[config.mk]
export PLATFORM = sky130hd
export DESIGN_NAME = wb_bus_arbiter
export DESIGN_NICKNAME = d
export VERILOG_FILES = /design/src/rtl/wb_bus_arbiter.sv
export SDC_FILE = /design/constraint.sdc
export NUM_CORES = 1
export LEC_CHECK = 0
export BUFFER_PORTS_ARGS = -buffer_cell sky130_fd_sc_hd__buf_4
export CAP_MARGIN = 20
export CORE_ASPECT_RATIO = 1.2
export CORE_MARGIN = 5
export CORE_UTILIZATION = 45
export CTS_CLUSTER_SIZE = 20
export DETAILED_ROUTE_END_ITERATION = 10
export PLACE_DENSITY = 0.86
export SLEW_MARGIN = 20
export SYNTH_ARGS = -nofsm -noshare
export SYNTH_HDL_FRONTEND = slang
export SYNTH_SLANG_ARGS = --single-unit
export TNS_END_PERCENT = 20
[constraint.sdc]
create_clock -name clk_i -period 1.4 [get_ports clk_i]
set_input_delay 0.14 -clock clk_i [delete_from_list [all_inputs] [get_ports clk_i]]
set_output_delay 0.14 -clock clk_i [all_outputs]
set_load 0.01 [all_outputs]
[src/rtl/wb_bus_arbiter.sv]
// wb_bus_arbiter
//   Shares one Wishbone-style master bus between two requesters
//   (0 = host command path, 1 = capture/DMA path). Arbitration is
//   round-robin, one transaction at a time. An ack watchdog aborts a
//   cycle after TIMEOUT bus cycles without ack_i. Completion and timeout
//   are reported per requester.
//
// Ports
//   clk_i, rst_i             clock, asynchronous active-high reset
//   reqN_i/weN_i/adrN_i/datN_i   requester N request (level) and command
//   doneN_o/errN_o/rdatN_o   requester N completion pulse, timeout flag,
//                            read data (valid with doneN_o)
//   gnt_o                    one-hot current bus owner, 00 when idle
//   cyc_o/stb_o/we_o/adr_o/dat_o  master bus outputs
//   ack_i/dat_i              slave acknowledge and read data
module wb_bus_arbiter #(
   parameter int unsigned ADR_W   = 8,
   parameter int unsigned DAT_W   = 8,
   parameter int unsigned TIMEOUT = 255
) (
   input  logic             clk_i,
   input  logic             rst_i,
   input  logic             req0_i,
   input  logic             we0_i,
   input  logic [ADR_W-1:0] adr0_i,
   input  logic [DAT_W-1:0] dat0_i,
   output logic             done0_o,
   output logic             err0_o,
   output logic [DAT_W-1:0] rdat0_o,
   input  logic             req1_i,
   input  logic             we1_i,
   input  logic [ADR_W-1:0] adr1_i,
   input  logic [DAT_W-1:0] dat1_i,
   output logic             done1_o,
   output logic             err1_o,
   output logic [DAT_W-1:0] rdat1_o,
   output logic [1:0]       gnt_o,
   output logic             cyc_o,
   output logic             stb_o,
   output logic             we_o,
   output logic [ADR_W-1:0] adr_o,
   output logic [DAT_W-1:0] dat_o,
   input  logic             ack_i,
   input  logic [DAT_W-1:0] dat_i
);

   typedef enum logic {
      IDLE,
      BUS
   } state_t;

   // Counter value in the last permitted bus cycle without ack.
   localparam logic [7:0] TO_LAST = 8'(TIMEOUT - 1);

   state_t           state_q, state_d;
   logic             owner_q, owner_d;
   logic             last_q, last_d;
   logic [7:0]       cnt_q, cnt_d;
   logic             win;

   logic             cyc_d, stb_d, we_d;
   logic [ADR_W-1:0] adr_d;
   logic [DAT_W-1:0] dat_d;
   logic [1:0]       gnt_d;
   logic             done0_d, done1_d, err0_d, err1_d;
   logic [DAT_W-1:0] rdat0_d, rdat1_d;

   always_ff @(posedge clk_i or posedge rst_i) begin
      if (rst_i) begin
         state_q <= IDLE;
         owner_q <= 1'b0;
         last_q  <= 1'b1;
         cnt_q   <= '0;
         cyc_o   <= 1'b0;
         stb_o   <= 1'b0;
         we_o    <= 1'b0;
         adr_o   <= '0;
         dat_o   <= '0;
         gnt_o   <= '0;
         done0_o <= 1'b0;
         done1_o <= 1'b0;
         err0_o  <= 1'b0;
         err1_o  <= 1'b0;
         rdat0_o <= '0;
         rdat1_o <= '0;
      end else begin
         state_q <= state_d;
         owner_q <= owner_d;
         last_q  <= last_d;
         cnt_q   <= cnt_d;
         cyc_o   <= cyc_d;
         stb_o   <= stb_d;
         we_o    <= we_d;
         adr_o   <= adr_d;
         dat_o   <= dat_d;
         gnt_o   <= gnt_d;
         done0_o <= done0_d;
         done1_o <= done1_d;
         err0_o  <= err0_d;
         err1_o  <= err1_d;
         rdat0_o <= rdat0_d;
         rdat1_o <= rdat1_d;
      end
   end

   always_comb begin
      state_d = state_q;
      owner_d = owner_q;
      last_d  = last_q;
      cnt_d   = cnt_q;
      win     = 1'b0;
      cyc_d   = cyc_o;
      stb_d   = stb_o;
      we_d    = we_o;
      adr_d   = adr_o;
      dat_d   = dat_o;
      gnt_d   = gnt_o;
      done0_d = 1'b0;
      done1_d = 1'b0;
      err0_d  = 1'b0;
      err1_d  = 1'b0;
      rdat0_d = rdat0_o;
      rdat1_d = rdat1_o;

      case (state_q)
         IDLE: begin
            if (req0_i || req1_i) begin
               // Contention goes to whoever was not granted last;
               // a lone requester wins outright.
               win     = (req0_i && req1_i) ? ~last_q : req1_i;
               owner_d = win;
               last_d  = win;
               cnt_d   = '0;
               state_d = BUS;
               cyc_d   = 1'b1;
               stb_d   = 1'b1;
               we_d    = win ? we1_i  : we0_i;
               adr_d   = win ? adr1_i : adr0_i;
               dat_d   = win ? dat1_i : dat0_i;
               gnt_d   = win ? 2'b10  : 2'b01;
            end
         end
         BUS: begin
            cnt_d = cnt_q + 8'd1;
            // ack takes priority over a coincident timeout.
            if (ack_i || (cnt_q == TO_LAST)) begin
               state_d = IDLE;
               cyc_d   = 1'b0;
               stb_d   = 1'b0;
               gnt_d   = '0;
               cnt_d   = '0;
               if (owner_q) begin
                  done1_d = 1'b1;
                  err1_d  = ~ack_i;
                  if (!we_o) rdat1_d = ack_i ? dat_i : '0;
               end else begin
                  done0_d = 1'b1;
                  err0_d  = ~ack_i;
                  if (!we_o) rdat0_d = ack_i ? dat_i : '0;
               end
            end
         end
         default: state_d = IDLE;
      endcase
   end

endmodule

# --- Word-level counts from Yosys, hierarchy flattened ---
# Index checks and enable logic that the tools add are counted.
op_classes:
  addsub: 1
  n_eq_ne: 3
  n_mux: 30
  bitwise_logic: 5
  reduce_logical: 7
op_table:
  columns: ["operator", "n"]
  rows:
  - ["8-bit two-way mux", 5]
  - ["1-bit two-way mux", 18]
  - ["8-bit one-hot mux with 2 select lines", 1]
  - ["8-bit by 1-bit adder with 8-bit output (second input constant)", 1]
  - ["8-bit equality test (second input constant)", 1]
  - ["4-bit AND reduction", 2]
  - ["2-bit two-way mux", 3]
  - ["1-bit inverter", 5]
  - ["1-bit one-hot mux with 2 select lines", 2]
  - ["2-bit one-hot mux with 2 select lines", 1]
  - ["2-bit AND reduction", 2]
  - ["1-bit logical OR", 2]
  - ["2-bit by 1-bit != test with 1-bit output (second input constant)", 1]
  - ["2-bit != test (second input constant)", 1]
  - ["1-bit logical AND", 1]
totals:
  ff_bits: 51
  in_bits: 47
  output_inout_bits: 41
  word_cells: 61

# --- Depth between registers and ports, before layout ---
# Gate-level depths: netlist of the first run.
depth:
  word_depth: 5
  depth_mapped: 6
  ltp_nobuf: 5

# --- Worst setup path before layout of the first run ---
# OpenSTA, ideal clock, no wires.
synth_path:
  path_type: "flip-flop to flip-flop"
  startpoint: "register cnt_q[0]"
  endpoint: "register rdat1_o[1]"
  setup_ps: 136
  arrival_time_ps: 1246
  required_time_ps: 1264
  slack_ps: 18
  path_stages_with_launch: 7
  path_buffers: 1
  synth_period_minus_slack_ps: 1382
  cell_sequence: "dfrtp_1 inv_1 ha_1 nand3_1 nor2_2 buf_4 o31ai_1"
synth_via:
  elab_chain_len: 3
synth_lines:
  columns: ["element", "line_no", "text"]
  rows:
  - ["start: declaration", "58", "logic [7:0] cnt_q, cnt_d;"]
  - ["start signal: assignment", "90", "cnt_q <= cnt_d;"]
  - ["8-bit equality test", "146", "if (ack_i || (cnt_q == TO_LAST)) begin"]
  - ["1-bit logical OR", "146", null]
  - ["4-bit AND reduction (no line)", null, null]
  - ["end signal: assignment", "102", "rdat1_o <= rdat1_d;"]
  - ["end: declaration", "36", "output logic [DAT_W-1:0] rdat1_o,"]
# No other way between the ends.
# A chain may end at the register's enable or synchronous reset.

# --- Final worst setup path of the first run ---
layout_path:
  startpoint: "register state_q"
  endpoint: "register cnt_q[7]"
layout_via:
  elab_chain_len: 2
  elab_cells_between_ends: 3
  classes_between: "eq/ne: 1; mux: 1; bitwise: 1"
layout_lines:
  columns: ["element", "line_no", "text"]
  rows:
  - ["start: declaration", "55", "state_t state_q, state_d;"]
  - ["start signal: assignment", "87", "state_q <= state_d;"]
  - ["1-bit inverter (no line)", null, null]
  - ["8-bit one-hot mux with 2 select lines / 2-bit != test (equally long branches)", null, null]
# Several ways; a longest one is shown, not always the timed one.

==> run summary, run 1 <==
status: finished clean
Max Transition Viols Final: 0
Worst setup SP type: flop
largest net degree at the start of global routing: 27
number of flops mapped to enable cells by yosys: 0
sequential share of the synthesized area: 0.503
Final Cycle Share: 0.961
dpl cell area: 3330 µm²
HP Class: in2reg
pwr dens: 1710 nW/µm²
arrival time at the worst endpoint: 1.58 ns
commonest cells after routing, fill and taps aside: 102 x buf_4, 50 x dfrtp_1, 27 x nand2_1, 20 x inv_1, 17 x mux2i_1
H-tree depth: 2
CP endpoint kind: flop
PortBufs: 87
Final Hold Slack: 0.0559 ns
Layout Nets: 385
actual slew at the worst max-slew pin: 0.414 ns
DR WL met2: 3110 µm
n_diodes: 0
relative slew slack: 0.724
dpl cells: 391
core area: 5560 µm²
Post-Synthesis Cell Area: 2540 µm²
share of layout cells above drive strength 1: 0.404
Post-synth top flop: dfrtp_1
Leak: 1.76 nW
WL per Instance: 15.0 µm
syn_nets: 286
Clock Tree Buf Depth: 2
Setup violations, final: 0
commonest non-fill, non-tap cell in the layout: buf_4
Reg clk slew, reported paths: 0.10 ns
Area growth, synth to finish: 37.7%
filler cell count: 467
Top Family by Delay on Critical Path: simple AND/OR/NAND/NOR gates
GRT Overall Usage: 0.171
Cells after Synth: 237
Finished Layout Cells: 401
Crit path largest cell delay: 0.51 ns
VDD IR max: 0.000849 V
Die X: 78.6 µm
Fmax: 744 MHz
Max Clock Skew: 0.00981 ns
WS Path Type: reg2reg
Hold Vio Cnt, Final: 0
Final min period: 1.34 ns
Final GP Congestion: 0.816
design area: 3500 µm²
ANT nets after route: 0
met3 WL: 447 µm
die height: 92.3 µm
Yosys cell types: 46
Avg Vias per Cell: 5.36
drt pass-1 iters: 4
Starting Density: 0.457
GRT Residual Overflow: 0
Tot Pwr: 5.99 mW
Synth Register Bits: 51
clk_lat worst skew: 0.30 ns
Top Metal Used: met4
CP Cell Sequence: buf_6 -> or4b_1 -> o41ai_1 -> o21bai_1
DRC Markers: 0
final wirelength: 6040 µm
initial antenna violation count: 0
clock sink count: 51
Fin Setup TNS: 0 ns
Synth Warn #: 0
Register Area: 1280 µm²
DRT iter0 DRCs: 147
Buf/Inv on CP: 1
RSZ-0062 raised after global routing: no
first-pass GRT wire length: 9860 µm
vias in the first global route: 2131
vias post-DR: 2149
CTS tree: done
worst endpoint required time: 1.64 ns
async set-reset flop share out of synthesis: 1.00
area of the multi-input gates: 1090 µm²
CP Max Fanout: 15
Clock Root Buffer: clkbuf_8
Ports: 88
Slowest-stage cell, CP: or4b_1
num rows: 30
max-cap viol count: 0
cts bufs inserted: 5
Syn Area/Cell: 10.7 µm²
die area: 7250 µm²
post-DP HPWL: 4570 µm
Metal-1 WL: 2390 µm
## final cells by class
cell class	instances	share of cell area
clock inverter	2	0.0100
multi-input combinational	150	0.313
timing repair buffer	107	0.242
sequential	51	0.365
clock buffer	6	0.0236
tap	64	0.0229
inverter	21	0.0225
## cell families (layout without fill, tap and decap cells)
logic type	Yosys count	in the layout	share of synthesized area
flops	51	51	0.503
buf+inv	36	136	0.0793
fa+ha+maj	2	2	0.00986
compound gates	73	73	0.212
simple gates	58	58	0.129
mux	17	17	0.0670
## worst reg2reg max path: stages, from the launching register on
cell and delay [ns]:
dfrtp_1 0.40, buf_6 0.15, or4b_1 0.51, o41ai_1 0.07, o21bai_1 0.15
## path summary, 6_finish.rpt
| path | startpoint | end | slack [ns] | cells past startpoint |
|---|---|---|---|---|
| setup / recovery | state_q | cnt_q[7] | 0.06 | 4 |
| max in group asynchronous | rst_i | dat_o[0] | 0.45 | 4 |
| min in group asynchronous | rst_i | cnt_q[5] | 0.38 | 3 |
| setup reg to reg | state_q | cnt_q[7] | 0.06 | 4 |
| hold reg to reg | adr_o[1] | adr_o[1] | 0.48 | 2 |
| hold / removal | dat_i[0] | rdat0_o[0] | 0.06 | 3 |
## timing repair
action,4_1_cts,5_1_grt
gates resized for setup,1,6
hold buffers,1,0
pin swaps,1,0
endpoints found under the hold margin,15,0
buffers inserted,0,1
endpoints found under the setup margin,8,30
## Yosys cell counts (2+ instances only)
master,number,area (µm²)
dfrtp_1,50,1250
nand2_1,27,101
inv_1,21,78.8
mux2i_1,17,170
o31ai_1,16,120
o21ai_0,15,75.1
o21ai_1,11,55.1
a22oi_1,9,67.6
a22oi_2,8,100
buf_6,5,56.3
clkbuf_1,5,18.8
nand3_1,5,25.0
a21oi_1,3,15.0
buf_4,3,22.5
nand2b_1,3,18.8
a22o_1,2,17.5
and2b_1,2,15.0
and3_1,2,12.5
and4b_1,2,20.0
ha_1,2,25.0
nor2b_1,2,12.5
o2111ai_1,2,17.5
or3_1,2,12.5
## registers in the layout, indices dropped and copies added (netlist names)
name     cells
adr_o        8
cnt_q        8
dat_o        8
done0_o      1
done1_o      1
err0_o       1
err1_o       1
gnt_o        2
last_q       1
owner_q      1
rdat0_o      8
rdat1_o      8
state_q      1
stb_o        1
we_o         1
## per-stage QoR
stage	setup WS, ns	util
2_1_floorplan	0.0182	-
3_3_place_gp	0.0275	0.599
3_5_place_dp	-0.0125	0.599
4_1_cts	0.00163	0.623
5_1_grt	0.00601	0.629
6_report	0.0551	0.629
## metal layers
| metal | track usage | up-vias |
|---|---|---|
| met5 | 0 | - |
| met4 | 0.0569 | 0 |
| met3 | 0.0501 | 4 |
| met2 | 0.293 | 70 |
| met1 | 0.204 | 1028 |
| li1 | - | 1047 |
## power by group
part | total, mW | leakage, nW | switching (mW) | internal, mW
clock network | 1.07 | 0.0612 | 0.492 | 0.579
registers | 2.37 | 0.602 | 0.383 | 1.99
logic | 2.55 | 1.09 | 1.17 | 1.38
total | 5.99 | 1.76 | 2.04 | 3.95
Note: power is estimated with default switching activity, not from simulation.
==> run 2, diff against run 1 <==
==> constraint.sdc (replaced) <==
create_clock -name clk_i -period 1.4 [get_ports clk_i]
set_input_delay 0.21 -clock clk_i [delete_from_list [all_inputs] [get_ports clk_i]]
set_output_delay 0.21 -clock clk_i [all_outputs]
set_load 0.05 [all_outputs]
==> run 2 against run 1 <==
Against the previous run:
- combinational power up 67%
- count of clock-buffer cells in the layout unchanged
- sequential power about the same
- design area up 4.7%
- power up 28%
- largest power group unchanged
==> run summary, run 2 (synthesis gave the netlist of run 1 again) <==
vias in the first global route: 2211
switching share of power: 0.469
Clock power frac: 0.136
ANT nets after route: 0
Die X: 78.6 µm
Finished Layout Cells: 409
arrival time at the worst endpoint: 1.54 ns
CP Cell Sequence: inv_1 -> ha_2 -> nand3_4 -> buf_6 -> nor2_4 -> buf_12 -> o31ai_1
Fmax: 737 MHz
Avg Vias per Cell: 5.28
DRC Markers: 0
largest net degree at the start of global routing: 52
cts bufs inserted: 5
CTS tree: done
Sw Pwr: 3.60 mW
H-tree depth: 2
die area: 7250 µm²
worst endpoint required time: 1.59 ns
Final Cycle Share: 0.969
Logic pwr share: 0.554
num rows: 30
commonest non-fill, non-tap cell in the layout: buf_4
core area: 5560 µm²
clk_lat worst skew: 0.30 ns
Clock Root Buffer: clkbuf_8
PortBufs: 87
relative slew slack: 0.761
Metal-1 WL: 2500 µm
met3 WL: 448 µm
commonest cells after routing, fill and taps aside: 107 x buf_4, 48 x dfrtp_1, 27 x nand2_1, 20 x inv_1, 17 x mux2i_1
HP Class: in2reg
sequential share of power: 0.310
Final GP Congestion: 0.916
drt pass-1 iters: 4
Max Clock Skew: 0.00556 ns
dpl cells: 398
Buf/Inv on CP: 3
Layout Nets: 393
Area growth, synth to finish: 44.2%
Top Family by Delay on Critical Path: flip-flops
CP endpoint kind: flop
Setup violations, final: 0
vias post-DR: 2160
CP Max Fanout: 16
Final min period: 1.36 ns
actual slew at the worst max-slew pin: 0.359 ns
Tot Pwr: 7.69 mW
first-pass GRT wire length: 10400 µm
Ports: 88
n_diodes: 0
Hold Vio Cnt, Final: 0
max-cap viol count: 0
VDD IR max: 0.00113 V
internal power: 4.08 mW
final wirelength: 6390 µm
share of layout cells above drive strength 1: 0.461
Starting Density: 0.457
WL per Instance: 15.6 µm
DR WL met2: 3350 µm
GRT Overall Usage: 0.180
post-DP HPWL: 4670 µm
DRT iter0 DRCs: 191
Crit path largest cell delay: 0.38 ns
status: finished clean
Top Metal Used: met4
Reg clk slew, reported paths: 0.09 ns
clock sink count: 51
Max Transition Viols Final: 0
GRT Residual Overflow: 0
WS Path Type: reg2reg
RSZ-0062 raised after global routing: yes
pwr dens: 2100 nW/µm²
Slowest-stage cell, CP: dfrtp_1
Clock Tree Buf Depth: 2
initial antenna violation count: 0
Leak: 1.81 nW
Worst setup SP type: flop
die height: 92.3 µm
## run 2: changes by cell type in the layout (fill, tap and decap cells not counted), moves of 2 or more
cell | before | now
dfrtp_2 | 0 | 2
buf_6 | 1 | 3
dfrtp_1 | 50 | 48
o31ai_1 | 16 | 8
buf_4 | 102 | 107
o31ai_2 | 0 | 8
ha_1 | 2 | 0
ha_2 | 0 | 2
## run 2: per-stage QoR
step,util,hold WS [ns],area [µm²],TNS (ns),setup slack [ns]
final,0.659,0.136,3660,0,0.0441
after global routing,0.659,0.129,3660,-0.757,-0.0674
after CTS,0.639,0.127,3550,0,0.0118
after detailed placement,0.612,0.305,3400,-0.172,-0.0321
after global placement,0.612,0.299,3400,0,0.0177
after floorplan,-,0.258,2540,-0.0407,-0.0203
## run 2: layer usage
| metal | global-route usage | up-vias |
|---|---|---|
| li1 | - | 1063 |
| met1 | 0.217 | 1025 |
| met2 | 0.305 | 68 |
| met3 | 0.0530 | 4 |
| met4 | 0.0569 | 0 |
| met5 | 0 | - |
## run 2: power by group through the flow
stage	combinational [mW]	clock, mW	sequential (mW)
after floorplan	1.24	0	3.99
after global placement	4.03	0	2.37
after detailed placement	4.12	0	2.41
after CTS	4.17	1.08	2.38
after global routing	4.51	1.15	2.46
final	4.26	1.05	2.38
## run 2: final cells by class
| class | count | area, µm² |
|---|---|---|
| Timing Repair Buffer | 115 | 927 |
| Clock buffer | 6 | 82.6 |
| Multi-Input combinational cell | 150 | 1170 |
| Tap cell | 64 | 80.1 |
| Clock inverter | 2 | 35.0 |
| Inverter | 21 | 82.6 |
| Sequential cell | 51 | 1280 |
| Fill cell | 450 | 1890 |
## run 2: what timing repair did
item,4_1_cts,5_1_grt
hold buffers,1,0
setup buffers,2,0
endpoints found under the setup margin,14,28
endpoints found under the hold margin,50,0
gates resized for setup,3,22
## run 2: worst min-delay path, stage by stage
cell and delay, ns:
buf_4 0.09, a22oi_2 0.05, o31ai_1 0.06
## run 2: path summary, 6_finish.rpt
| kind | startpoint | to | slack [ns] | depth (start not counted) |
|---|---|---|---|---|
| max in group asynchronous | rst_i | last_q | 0.61 | 4 |
| worst max-delay path | cnt_q[0] | rdat0_o[1] | 0.04 | 7 |
| worst max register to register | cnt_q[0] | rdat0_o[1] | 0.04 | 7 |
| worst min register to register | dat_o[3] | dat_o[3] | 0.49 | 2 |
| worst min-delay path | dat_i[1] | rdat0_o[1] | 0.14 | 3 |
| min in group asynchronous | rst_i | cnt_q[6] | 0.52 | 4 |
==> run 3, diff against run 2 <==
Settings changed: MAX_ROUTING_LAYER from default to met4.
==> run 3 against run 2 <==
Against the previous run:
- count of clock-buffer cells in the layout stayed put
- global-route usage decreased by 0.41 points
- largest power group unchanged
- highest routed layer unchanged
- sequential cell count did not move
- critical endpoint is now rdat1_o[4]
- largest cell class unchanged
==> run summary, run 3 (synthesis gave the netlist of run 1 again) <==
status: finished clean
arrival time at the worst endpoint: 1.58 ns
RSZ-0062 raised after global routing: yes
Clock Root Buffer: clkbuf_8
vias post-DR: 2227
Worst setup SP type: flop
GRT Overall Usage: 0.176
cts bufs inserted: 5
HP Class: in2reg
largest net degree at the start of global routing: 52
Ports: 88
Setup violations, final: 0
vias in the first global route: 2254
Final Cycle Share: 0.993
Reg clk slew, reported paths: 0.09 ns
clk_lat worst skew: 0.31 ns
ANT nets after route: 0
CTS tree: done
num rows: 30
clock sink count: 51
Final GP Congestion: 0.879
VDD IR max: 0.00105 V
Final min period: 1.39 ns
DRC Markers: 0
CP endpoint kind: flop
relative slew slack: 0.798
commonest non-fill, non-tap cell in the layout: buf_4
final wirelength: 6550 µm
commonest cells after routing, fill and taps aside: 107 x buf_4, 48 x dfrtp_1, 27 x nand2_1, 19 x inv_1, 17 x mux2i_1
WL per Instance: 16.0 µm
WS Path Type: reg2reg
Final Hold Slack: 0.126 ns
share of layout cells above drive strength 1: 0.461
die height: 92.3 µm
max-cap viol count: 0
worst endpoint required time: 1.59 ns
GRT Residual Overflow: 0
Max Transition Viols Final: 0
Area growth, synth to finish: 43.2%
PortBufs: 87
first-pass GRT wire length: 9990 µm
die area: 7250 µm²
Avg Vias per Cell: 5.44
pwr dens: 2070 nW/µm²
Clock Tree Buf Depth: 2
Fmax: 720 MHz
Leak: 1.77 nW
CP Max Fanout: 8
DRT iter0 DRCs: 103
Die X: 78.6 µm
actual slew at the worst max-slew pin: 0.300 ns
n_diodes: 0
Fin Setup TNS: 0 ns
Starting Density: 0.457
drt pass-1 iters: 4
H-tree depth: 2
Max Clock Skew: 0.00788 ns
Hold Vio Cnt, Final: 0
core area: 5560 µm²
Layout Nets: 393
post-DP HPWL: 4540 µm
initial antenna violation count: 0
run 3: critical path, cell delays in order, from the launching register on:
cell       delay (ns)
dfrtp_1          0.41
inv_2            0.08
ha_4             0.14
nand3_4          0.08
buf_6            0.14
nor2_4           0.17
clkbuf_16        0.19
o31ai_2          0.06
run 3: what timing repair did:
| item | 4_1_cts | 5_1_grt |
|---|---|---|
| endpoints found under the hold margin | 50 | 0 |
| setup endpoints to repair | 10 | 29 |
| pin swaps | 1 | 2 |
| resized for setup | 2 | 23 |
| cloned | 0 | 1 |
| hold buffers | 1 | 0 |
| buffers inserted | 0 | 2 |
run 3: cell type report:
| type | instances | area, µm² |
|---|---|---|
| clock buffer | 6 | 72.6 |
| clock inverter | 2 | 12.5 |
| fill | 448 | 1920 |
| inverter | 21 | 82.6 |
| multi-input combinational | 150 | 1170 |
| sequential | 51 | 1280 |
| tap | 64 | 80.1 |
| timing repair buffer | 115 | 941 |
run 3: metrics by stage:
step                      utilization  std cells  setup slack [ns]  power [mW]  instance area [µm²]
after floorplan                     -        237           -0.0203        5.23                 2540
after global placement          0.610        397           -0.0109        6.40                 3390
after detailed placement        0.610        397           -0.0449        6.50                 3390
after CTS                       0.629        406           -0.0124        7.36                 3490
after global routing            0.654        409           -0.0386        7.91                 3630
final                           0.654        409            0.0103        7.52                 3630
run 3: worst paths after layout:
check | from | end | slack [ns] | depth (start not counted)
min in group asynchronous | rst_i | rdat1_o[5] | 0.52 | 4
min reg2reg | dat_o[1] | dat_o[1] | 0.49 | 2
max reg2reg | cnt_q[0] | rdat1_o[4] | 0.01 | 7
max in group asynchronous | rst_i | last_q | 0.60 | 4
min | dat_i[3] | rdat0_o[3] | 0.13 | 3
max | cnt_q[0] | rdat1_o[4] | 0.01 | 7
run 3: report_power, final:
group	leakage (nW)	internal (mW)	total, mW	switching (mW)
registers	0.600	1.99	2.39	0.394
clock network	0.0412	0.350	0.833	0.483
logic	1.13	1.53	4.30	2.77
total	1.77	3.88	7.52	3.64
run 3: routing by layer:
metal	vias to the layer above	wire length (µm)	global-route usage
met4	0	96	0.0700
met1	1086	2660	0.198
met3	6	385	0.0383
met5	-	0	-
li1	1059	-	-
met2	76	3400	0.301
